[src/rtl/cache_pkg.sv]
// cache_pkg: cache geometry, default line width and the refill FSM state
// encoding shared by the cache refill datapath and its controllers.
package cache_pkg;

    localparam int ADDR_W         = 32;
    localparam int TAG_W          = 24;
    localparam int IDX_W          = 5;
    localparam int OFF_W          = 3;
    localparam int LINE_W_DEFAULT = 64;

    // Refill sequencing: wait for a miss, wait for memory, write the line.
    typedef enum logic [1:0] {
        IDLE = 2'd0,
        WAIT = 2'd1,
        FILL = 2'd2
    } refill_state_e;

    // Clear the byte-offset bits so the address names a whole line.
    function automatic logic [ADDR_W-1:0] line_align(input logic [ADDR_W-1:0] addr);
        return addr & ~ADDR_W'((1 << OFF_W) - 1);
    endfunction

endpackage

[src/rtl/refill_ctrl.sv]
// refill_ctrl: services icache/dcache line misses one at a time.
// The dcache has fixed priority. The winning miss is latched and a line
// request is held to memory until the handshake. The returned line is then
// written to the requesting cache, together with its tag, in a single FILL
// cycle. A request that sees no mem_ready within MAX_WAIT cycles is
// abandoned with a one-cycle err pulse. MAX_WAIT must be at least 1.
module refill_ctrl
    import cache_pkg::*;
#(
    parameter int MAX_WAIT = 255,
    parameter int LINE_W   = LINE_W_DEFAULT
) (
    input  logic              clk,
    input  logic              reset,

    input  logic              imiss,
    input  logic [31:0]       iaddr,
    input  logic              dmiss,
    input  logic [31:0]       daddr,

    output logic              mem_req,
    output logic [31:0]       mem_addr,
    input  logic              mem_ready,
    input  logic [LINE_W-1:0] mem_data,

    output logic              i_fill,
    output logic              d_fill,
    output logic [IDX_W-1:0]  fill_idx,
    output logic [LINE_W-1:0] fill_data,

    output logic              tag_we_i,
    output logic              tag_we_d,
    output logic [TAG_W-1:0]  tag_wr,

    output logic              i_done,
    output logic              d_done,
    output logic              err
);

    // The counter is at least 8 bits wide and grows for larger MAX_WAIT.
    localparam int CNT_W = ($clog2(MAX_WAIT + 1) > 8) ? $clog2(MAX_WAIT + 1) : 8;
    // Last WAIT cycle count value; one more idle cycle here reaches MAX_WAIT.
    localparam logic [CNT_W-1:0] LAST_WAIT = CNT_W'(MAX_WAIT - 1);

    refill_state_e     state;
    refill_state_e     state_next;

    logic              src_is_d;
    logic [31:0]       addr_q;
    logic [LINE_W-1:0] data_q;
    logic [CNT_W-1:0]  wait_cnt;
    logic              err_q;

    logic              accept;
    logic              handshake;
    logic              timeout;

    assign accept    = (state == IDLE) && (dmiss || imiss);
    assign handshake = (state == WAIT) && mem_ready;
    assign timeout   = (state == WAIT) && !mem_ready && (wait_cnt == LAST_WAIT);

    // State register.
    always_ff @(posedge clk or posedge reset) begin
        if (reset) begin
            state <= IDLE;
        end else begin
            state <= state_next;
        end
    end

    // Next-state logic: the handshake is checked before the timeout, so a
    // late mem_ready still completes the refill.
    always_comb begin
        state_next = state;
        case (state)
            IDLE: begin
                if (accept) begin
                    state_next = WAIT;
                end
            end
            WAIT: begin
                if (handshake) begin
                    state_next = FILL;
                end else if (timeout) begin
                    state_next = IDLE;
                end
            end
            FILL: begin
                state_next = IDLE;
            end
            default: begin
                state_next = IDLE;
            end
        endcase
    end

    // Latch the winning miss. The dcache wins ties. Miss inputs are only looked at in IDLE.
    always_ff @(posedge clk or posedge reset) begin
        if (reset) begin
            src_is_d <= 1'b0;
            addr_q   <= '0;
        end else if (accept) begin
            src_is_d <= dmiss;
            addr_q   <= dmiss ? daddr : iaddr;
        end
    end

    // Capture the returned line on the handshake so it is stable during FILL.
    always_ff @(posedge clk or posedge reset) begin
        if (reset) begin
            data_q <= '0;
        end else if (handshake) begin
            data_q <= mem_data;
        end
    end

    // Wait counter: cleared on entry to WAIT, counts WAIT cycles without a handshake.
    always_ff @(posedge clk or posedge reset) begin
        if (reset) begin
            wait_cnt <= '0;
        end else if (accept) begin
            wait_cnt <= '0;
        end else if ((state == WAIT) && !mem_ready) begin
            wait_cnt <= wait_cnt + CNT_W'(1);
        end
    end

    // Abort pulse, raised in the IDLE cycle right after the request is dropped.
    always_ff @(posedge clk or posedge reset) begin
        if (reset) begin
            err_q <= 1'b0;
        end else begin
            err_q <= timeout;
        end
    end

    // Output decode: request while waiting, and the source's strobes only in FILL.
    always_comb begin
        mem_req  = 1'b0;
        i_fill   = 1'b0;
        d_fill   = 1'b0;
        tag_we_i = 1'b0;
        tag_we_d = 1'b0;
        i_done   = 1'b0;
        d_done   = 1'b0;
        err      = err_q;
        case (state)
            WAIT: begin
                mem_req = 1'b1;
            end
            FILL: begin
                if (src_is_d) begin
                    d_fill   = 1'b1;
                    tag_we_d = 1'b1;
                    d_done   = 1'b1;
                end else begin
                    i_fill   = 1'b1;
                    tag_we_i = 1'b1;
                    i_done   = 1'b1;
                end
            end
            default: begin
                mem_req = 1'b0;
            end
        endcase
    end

    assign mem_addr  = line_align(addr_q);
    assign fill_idx  = addr_q[OFF_W +: IDX_W];
    assign tag_wr    = addr_q[OFF_W + IDX_W +: TAG_W];
    assign fill_data = data_q;

endmodule

[config.mk]
export PLATFORM = sky130hd
export DESIGN_NAME = refill_ctrl
export DESIGN_NICKNAME = d
export VERILOG_FILES = /design/src/rtl/cache_pkg.sv /design/src/rtl/refill_ctrl.sv
export SDC_FILE = /design/constraint.sdc
export NUM_CORES = 1
export LEC_CHECK = 0
export BUFFER_PORTS_ARGS = -buffer_cell sky130_fd_sc_hd__buf_2
export CAP_MARGIN = 20
export CORE_UTILIZATION = 40
export CTS_CLUSTER_SIZE = 14
export DETAILED_ROUTE_END_ITERATION = 10
export PLACE_DENSITY = 0.77
export SETUP_SLACK_MARGIN = 0.4
export SLEW_MARGIN = 20
export SYNTH_ARGS = -nofsm -noshare
export SYNTH_HDL_FRONTEND = slang
export SYNTH_SLANG_ARGS = --single-unit
[constraint.sdc]
create_clock -name clk -period 3.19 [get_ports clk]
set_clock_uncertainty 0.05 [all_clocks]
set_input_delay 0.638 -clock clk [delete_from_list [all_inputs] [get_ports clk]]
set_output_delay 0.638 -clock clk [all_outputs]
set_load 0.05 [all_outputs]
* Yosys cells after proc, flatten, opt, wreduce, memory -nomap -nowiden
Index checks and enable logic that the tools add are counted.
** Storage, ports and cells
- Latch bits :: 0
- Memory bits (read-only) :: 0
- Logic and storage cells :: 33
- Bits in registers :: 108
- Output and inout bits :: 133
- Memory bits (writable) :: 0
- Memories kept :: 0
- Input bits :: 133
** Operators by class
- Divide/modulo/power cells :: 0
- Add/sub/neg operators :: 1
- $mul :: 0
- Reduce and logical (&&, ||, !) cells :: 9
- Equal/unequal tests :: 5
- Shift operators :: 0
- Bitwise operators :: 0
- Order comparisons :: 0
- Muxes and demuxes :: 12
** Operators by type and width (number)
- two-way mux 32 bit :: 1
- two-way mux 8 bit :: 2
- adder 8 x 1 -> 8 bit (second input constant) :: 1
- == test 8 bit (second input constant) :: 1
- two-way mux 2 bit :: 3
- two-way mux 1 bit :: 5
- logical AND 1 bit :: 4
- case mux 2 bit (2 select lines) :: 1
- != test 3 bit (second input constant) :: 1
- == test 2 x 1 -> 1 bit (second input constant) :: 1
- == test 2 bit (second input constant) :: 1
- zero test 2 bit :: 1
- != test 2 bit (second input constant) :: 1
- AND reduction 2 bit :: 1
- nonzero test 2 bit :: 1
- zero test 1 bit :: 1
- logical OR 1 bit :: 1

* Longest topological paths before layout
Gate-level depths: netlist of run 1.
- Word-level depth :: 6
- Mapped depth :: 5
- Gate-level depth less buffers :: 5

* Worst setup path before layout of run 1
OpenSTA, ideal clock, no wires.
- Kind :: flip-flop to output port
- From :: reg state[0]
- To :: out i_fill
- Cell stages (with the launch flop) :: 3
- Setup slack :: 0.420 ns
- Data arrival time :: 2.082 ns
- Path buffers :: 1
- Cells stage by stage :: dfrtp_1 > nor3b_1 > buf_4
** On the way
- Cells in the longest elaborated chain, start to end :: 2
** RTL lines
- start, declared :: RTL line refill_ctrl.sv:45 : refill_state_e state;
- start signal, assigned :: RTL line refill_ctrl.sv:67 : state <= state_next;
- == test 2 bit
- two-way mux 1 bit
- end, declared :: RTL line refill_ctrl.sv:26 : output logic i_fill,
Every way passes these cells.

* Final worst setup path of run 1
- From :: reg state[0]
- To :: out i_done
** On the way
- Cells in the longest elaborated chain, start to end :: 2
** RTL lines
- == test 2 bit :: RTL line refill_ctrl.sv:147 : case (state)
- two-way mux 1 bit :: RTL line refill_ctrl.sv:147
- end, declared :: RTL line refill_ctrl.sv:35 : output logic i_done,
Every way passes these cells.

==> results of run 1 <==
[kinds of logic (layout without fill, tap and decap cells)]
logic type | count (synthesis) | in the layout | share of synthesized area, %
muxes | 122 | 122 | 29.7
DFF | 105 | 105 | 56.7
xor gates and xnor gates | 1 | 1 | 0.189
other | 1 | 3 | 0.0809
and+or+nand+nor | 27 | 27 | 3.38
buffers and inverters | 53 | 280 | 7.45
AOI/OAI and AO/OA | 15 | 15 | 2.00
adders and majority gates | 2 | 2 | 0.540
[cells in the mapped netlist, types with 3 or more instances]
cell type	number	area, µm²
mux2_2	122	1370
dfrtp_1	105	2630
buf_4	36	270
buf_2	8	40.0
nand2_1	6	22.5
a21oi_1	5	25.0
clkbuf_1	4	15.0
nor2_1	4	15.0
o21ai_0	4	20.0
inv_1	3	11.3
o31ai_1	3	22.5
[per-layer routing]
metal	vias up	wire (µm)	global-route usage, %
met3	9	725	5.93
met5	-	0	0
met2	136	5420	31.1
li1	1560	-	-
met1	1641	3930	18.7
met4	0	146	6.48
[sequential cells by signal (all words and copies together), names as in the netlist]
| signal | count |
|---|---|
| err | 1 |
| addr_q | 29 |
| fill_data | 64 |
| wait_cnt | 8 |
| state | 2 |
| src_is_d | 1 |
[how the worst max path moves through the flow]
stage	to	startpoint	cells after the start	slack (ns)
floorplan	i_fill	state[0]	2	0.42
global placement	fill_data[48]	mem_ready	4	1.14
detailed placement	fill_data[54]	mem_ready	4	1.11
CTS	i_done	state[1]	2	0.96
global route	tag_we_i	state[1]	2	0.88
finish	i_done	state[0]	2	0.99
[stage by stage]
step / area [µm²] / setup slack [ns] / hold WS (ns) / util (%)
after global placement: 5830 / 1.14 / 0.423 / 52.6
final: 6150 / 0.985 / 0.302 / 55.5
after CTS: 6150 / 0.960 / 0.320 / 55.5
after floorplan: 4640 / 0.420 / 0.401 / -
after global routing: 6150 / 0.881 / 0.325 / 55.5
after detailed placement: 5830 / 1.11 / 0.437 / 52.6
[area by class of cell]
type,count,share of cell area [%]
clock buffer,11,4.11
clock inverter,5,1.02
inverter,3,0.244
multi-input combinational,170,27.2
sequential,105,42.7
tap,140,2.85
timing repair buffer,261,21.9
[worst register-to-register path, delay by kind of cell (launching register included)]
kind	cells	cell delay (ns)
simple gates	2	0.61
flops	1	0.45
mux	1	0.40
buf+inv	1	0.31
==> results.yml, run 1 <==
layout:
  mostFrequentLayoutCells: "buf_2, mux2_2, dfrtp_1, clkbuf_16"
  seqCellArea_um2: 2630
  fillers: 928
  finalNetCount: 685
  multi_input_area_um2: 1670
  antenna_cells: 0
  final_cells: 695
  drive_gt1_share_pct: 72.8
  syn2layout_area_growth_pct: 32.7
  final_common_cell: "buf_2"
die:
  num_rows: 38
  fp.dieW_um: 110
  initial_core_util_pct: 41.8
  die_area_um2: 12000
  core_area_um2: 11100
  num_io_pins: 266
  die-height_um: 110
worst_setup_path:
  cp_top_family: "flip-flops"
  r2r_start: "state[0]"
  arrival_ns: 1.52
  critPathRequiredTime_ns: 2.50
  slowest_delay_ns: 0.45
  crit_path_max_fanout: 8
  crit_type: "flop to output port"
  crit_chain: "nor3b_1 -> buf_2"
  critPathSlowestCell: "dfrtp_1"
  crit_buf_inv: 1
  start_kind: "flop"
  worstRegToRegCells: 4
  cp-end-kind: "output port"
  r2r_end: "fill_data[47]"
  reg2reg_slack_ns: 1.25
sta:
  max_slew_margin_pct: 60.8
  setup-tns-final_ns: 0
  finalSetupViolCount: 0
  finalHoldViolCount: 0
  worst_pin_slew_ns: 0.587
  slew_viol_final: 0
  fin_crit_sh_pct: 69.1
  rsz0062_at_grt: "false"
  fin_crit_ns: 2.20
  maxClockFrequency_mhz: 454
flow_run:
  max_cap_violations: 0
global_routing:
  grt_pass1_wl_um: 15700
  grt.total_usage_pct: 17.3
  grt_max_degree: 55
  grt_pass1_vias: 3358
  grt.overflow.total: 0
  antenna_found_initial: 0
place:
  port_buffers: 256
  dpl.hpwl_um: 7820
  gp_congestion: 0.782
  dp_cells: 679
clock_network:
  cts_tree: "yes"
  cts_inserted_buffers: 9
  cts-root-buf: "clkbuf_16"
  cts_setup_buffers: 0
  cts_resized: 0
  h-tree-depth: 3
  clk_latency_ns: 0.34
  cts_buffer_depth: 2
  cts_hold_buf: 0
  cts.sinks: 105
  clk_pin_slew_worst_paths_ns: 0.07
synth:
  synth_cells: 326
  ys_warn_count: 0
  ys_seq_area_share_pct: 56.7
  yosys_most_used_dff: "dfrtp_1"
  synth-edff-count: 0
  synth_cell_types: 31
  syn_area_um2: 4630
  synth.avg_cell_area_um2: 14.2
  ys_seq_elements: 105
  async_flop_share_pct: 100
hold_path:
  hp-class: "input port to async pin"
drt:
  wl_um: 10200
  vias: 3346
  drc: 0
  first_iter_violations: 60
  via_per_inst: 4.81
  detail_route.first_pass.iterations: 4
  wl_per_cell_um: 14.7
  antenna_left: 0
status:
  status: "finished, final reports clean"
Power of run 1 is left out: the tool's default activity adds up to more than one toggle a clock period on the data nets, which glitch-free logic cannot reach.
==> run 2: changes to the inputs <==
--- a/config.mk
+++ b/config.mk
@@ -7,10 +7,10 @@
 export LEC_CHECK = 0
 export BUFFER_PORTS_ARGS = -buffer_cell sky130_fd_sc_hd__buf_2
 export CAP_MARGIN = 20
-export CORE_UTILIZATION = 40
+export CORE_UTILIZATION = 44
 export CTS_CLUSTER_SIZE = 14
 export DETAILED_ROUTE_END_ITERATION = 10
-export PLACE_DENSITY = 0.77
+export PLACE_DENSITY = 0.8
 export SETUP_SLACK_MARGIN = 0.4
 export SLEW_MARGIN = 20
 export SYNTH_ARGS = -nofsm -noshare
==> constraint.sdc (replaced) <==
create_clock -name clk -period 2.1 [get_ports clk]
set_clock_uncertainty 0.05 [all_clocks]
set_input_delay 0.42 -clock clk [delete_from_list [all_inputs] [get_ports clk]]
set_output_delay 0.42 -clock clk [all_outputs]
set_load 0.05 [all_outputs]
==> results.yml, run 2 (synthesis gave the netlist of run 1 again) <==
die:
  die_area_um2: 10900
  core_area_um2: 10300
  num_rows: 37
  num_io_pins: 266
  fp.dieW_um: 105
  initial_core_util_pct: 45.1
  die-height_um: 105
worst_setup_path:
  crit_chain: "and3b_2 -> buf_4"
  critPathSlowestCell: "dfrtp_2"
  start_kind: "flop"
  slowest_delay_ns: 0.46
  cp-end-kind: "output port"
  critPathRequiredTime_ns: 1.63
  crit_type: "flop to output port"
  arrival_ns: 1.32
  crit_path_max_fanout: 6
flow_run:
  max_cap_violations: 0
drt:
  drc: 0
  detail_route.first_pass.iterations: 4
  wl_per_cell_um: 15.2
  via_per_inst: 4.81
  antenna_left: 0
  first_iter_violations: 106
  vias: 3350
  wl_um: 10600
layout:
  fillers: 825
  mostFrequentLayoutCells: "buf_2, mux2_2, dfrtp_1, clkbuf_8, buf_4"
  finalNetCount: 691
  syn2layout_area_growth_pct: 34.3
  drive_gt1_share_pct: 74.3
  largest_reg_flops: 64
  final_common_cell: "buf_2"
  antenna_cells: 0
sta:
  fin_crit_sh_pct: 85.5
  worst_pin_slew_ns: 0.685
  setup-tns-final_ns: 0
  slew_viol_final: 0
  finalSetupViolCount: 0
  rsz0062_at_grt: "true"
  max_slew_margin_pct: 54.3
  maxClockFrequency_mhz: 557
  fin_crit_ns: 1.79
  finalHoldViolCount: 0
global_routing:
  grt_pass1_vias: 3435
  grt_pass1_wl_um: 16900
  grt_max_degree: 57
  antenna_found_initial: 0
  grt.total_usage_pct: 19.9
  grt.overflow.total: 0
hold_path:
  hp-class: "input port to async pin"
status:
  status: "finished, final reports clean"
clock_network:
  cts_buffer_depth: 2
  cts_inserted_buffers: 9
  cts-root-buf: "clkbuf_8"
  cts_tree: "yes"
  h-tree-depth: 3
  clk_latency_ns: 0.36
  clk_pin_slew_worst_paths_ns: 0.09
  cts.sinks: 105
place:
  gp_congestion: 0.807
  dpl.hpwl_um: 7810
  port_buffers: 256
==> run 2: changes by cell type in the layout (fill, tap and decap cells not counted), sizes merged <==
cell,change
clkbuf,-1
inv,-1
buf,+6
bufinv,+1
clkinvlp,+1
clkinv,-1
==> run 2: repair_timing <==
action | CTS | global route
endpoints found under the setup margin | 87 | 62
pin swaps | 0 | 4
cloned | 1 | 0
buffers inserted | 1 | 2
hold buffers | 0 | 0
gates resized for setup | 13 | 12
hold endpoints to repair | 0 | 0
==> run 2: cell type report <==
class / instances / area, µm² / area share, %
multi-input cells: 170 / 1710 / 27.5
clock inverters: 5 / 80.1 / 1.29
repair buffers: 267 / 1480 / 23.8
well taps: 136 / 170 / 2.73
flip-flops and latches: 105 / 2630 / 42.3
inverters: 3 / 15.0 / 0.241
clock buffers: 10 / 138 / 2.21
==> run 2: per-stage QoR <==
step                instances  hold WS (ns)  utilization, %  setup slack, ns  area, µm²
floorplan                 328         0.401               -            0.344       4680
global placement          677         0.430            57.1            0.288       5870
detailed placement        677         0.431            57.1            0.263       5870
CTS                       694         0.201            59.8            0.275       6150
global route              696         0.197            60.6            0.228       6220
finish                    696         0.190            60.6            0.305       6220
==> run 2: critical path: cells and delay by family, from the launching register on <==
family                 cells  cell delay, ns
buffers and inverters      1            0.21
and+or+nand+nor            1            0.30
DFF                        1            0.46
==> run 2: metal layers <==
metal / vias up / GRT usage (%) / wire (µm)
li1: 1568 / - / -
met1: 1622 / 22.5 / 4110
met2: 148 / 36.0 / 5590
met3: 12 / 5.74 / 748
met4: 0 / 6.64 / 144
met5: - / 0 / 0
==> run 2: path summary, 6_finish.rpt <==
| check | startpoint | to | slack (ns) | cells after the start |
|---|---|---|---|---|
| min in group clk | mem_data[22] | fill_data[22] | 0.23 | 2 |
| worst min register to register | fill_data[24] | fill_data[24] | 0.45 | 1 |
| worst max register to register | state[1] | addr_q[4] | 0.31 | 5 |
| worst max-delay path | state[0] | d_done | 0.31 | 2 |
| worst min-delay path | reset | fill_data[60] | 0.19 | 3 |
| max in group asynchronous | reset | state[0] | 1.28 | 3 |
Power of run 2 is left out for the same reason.
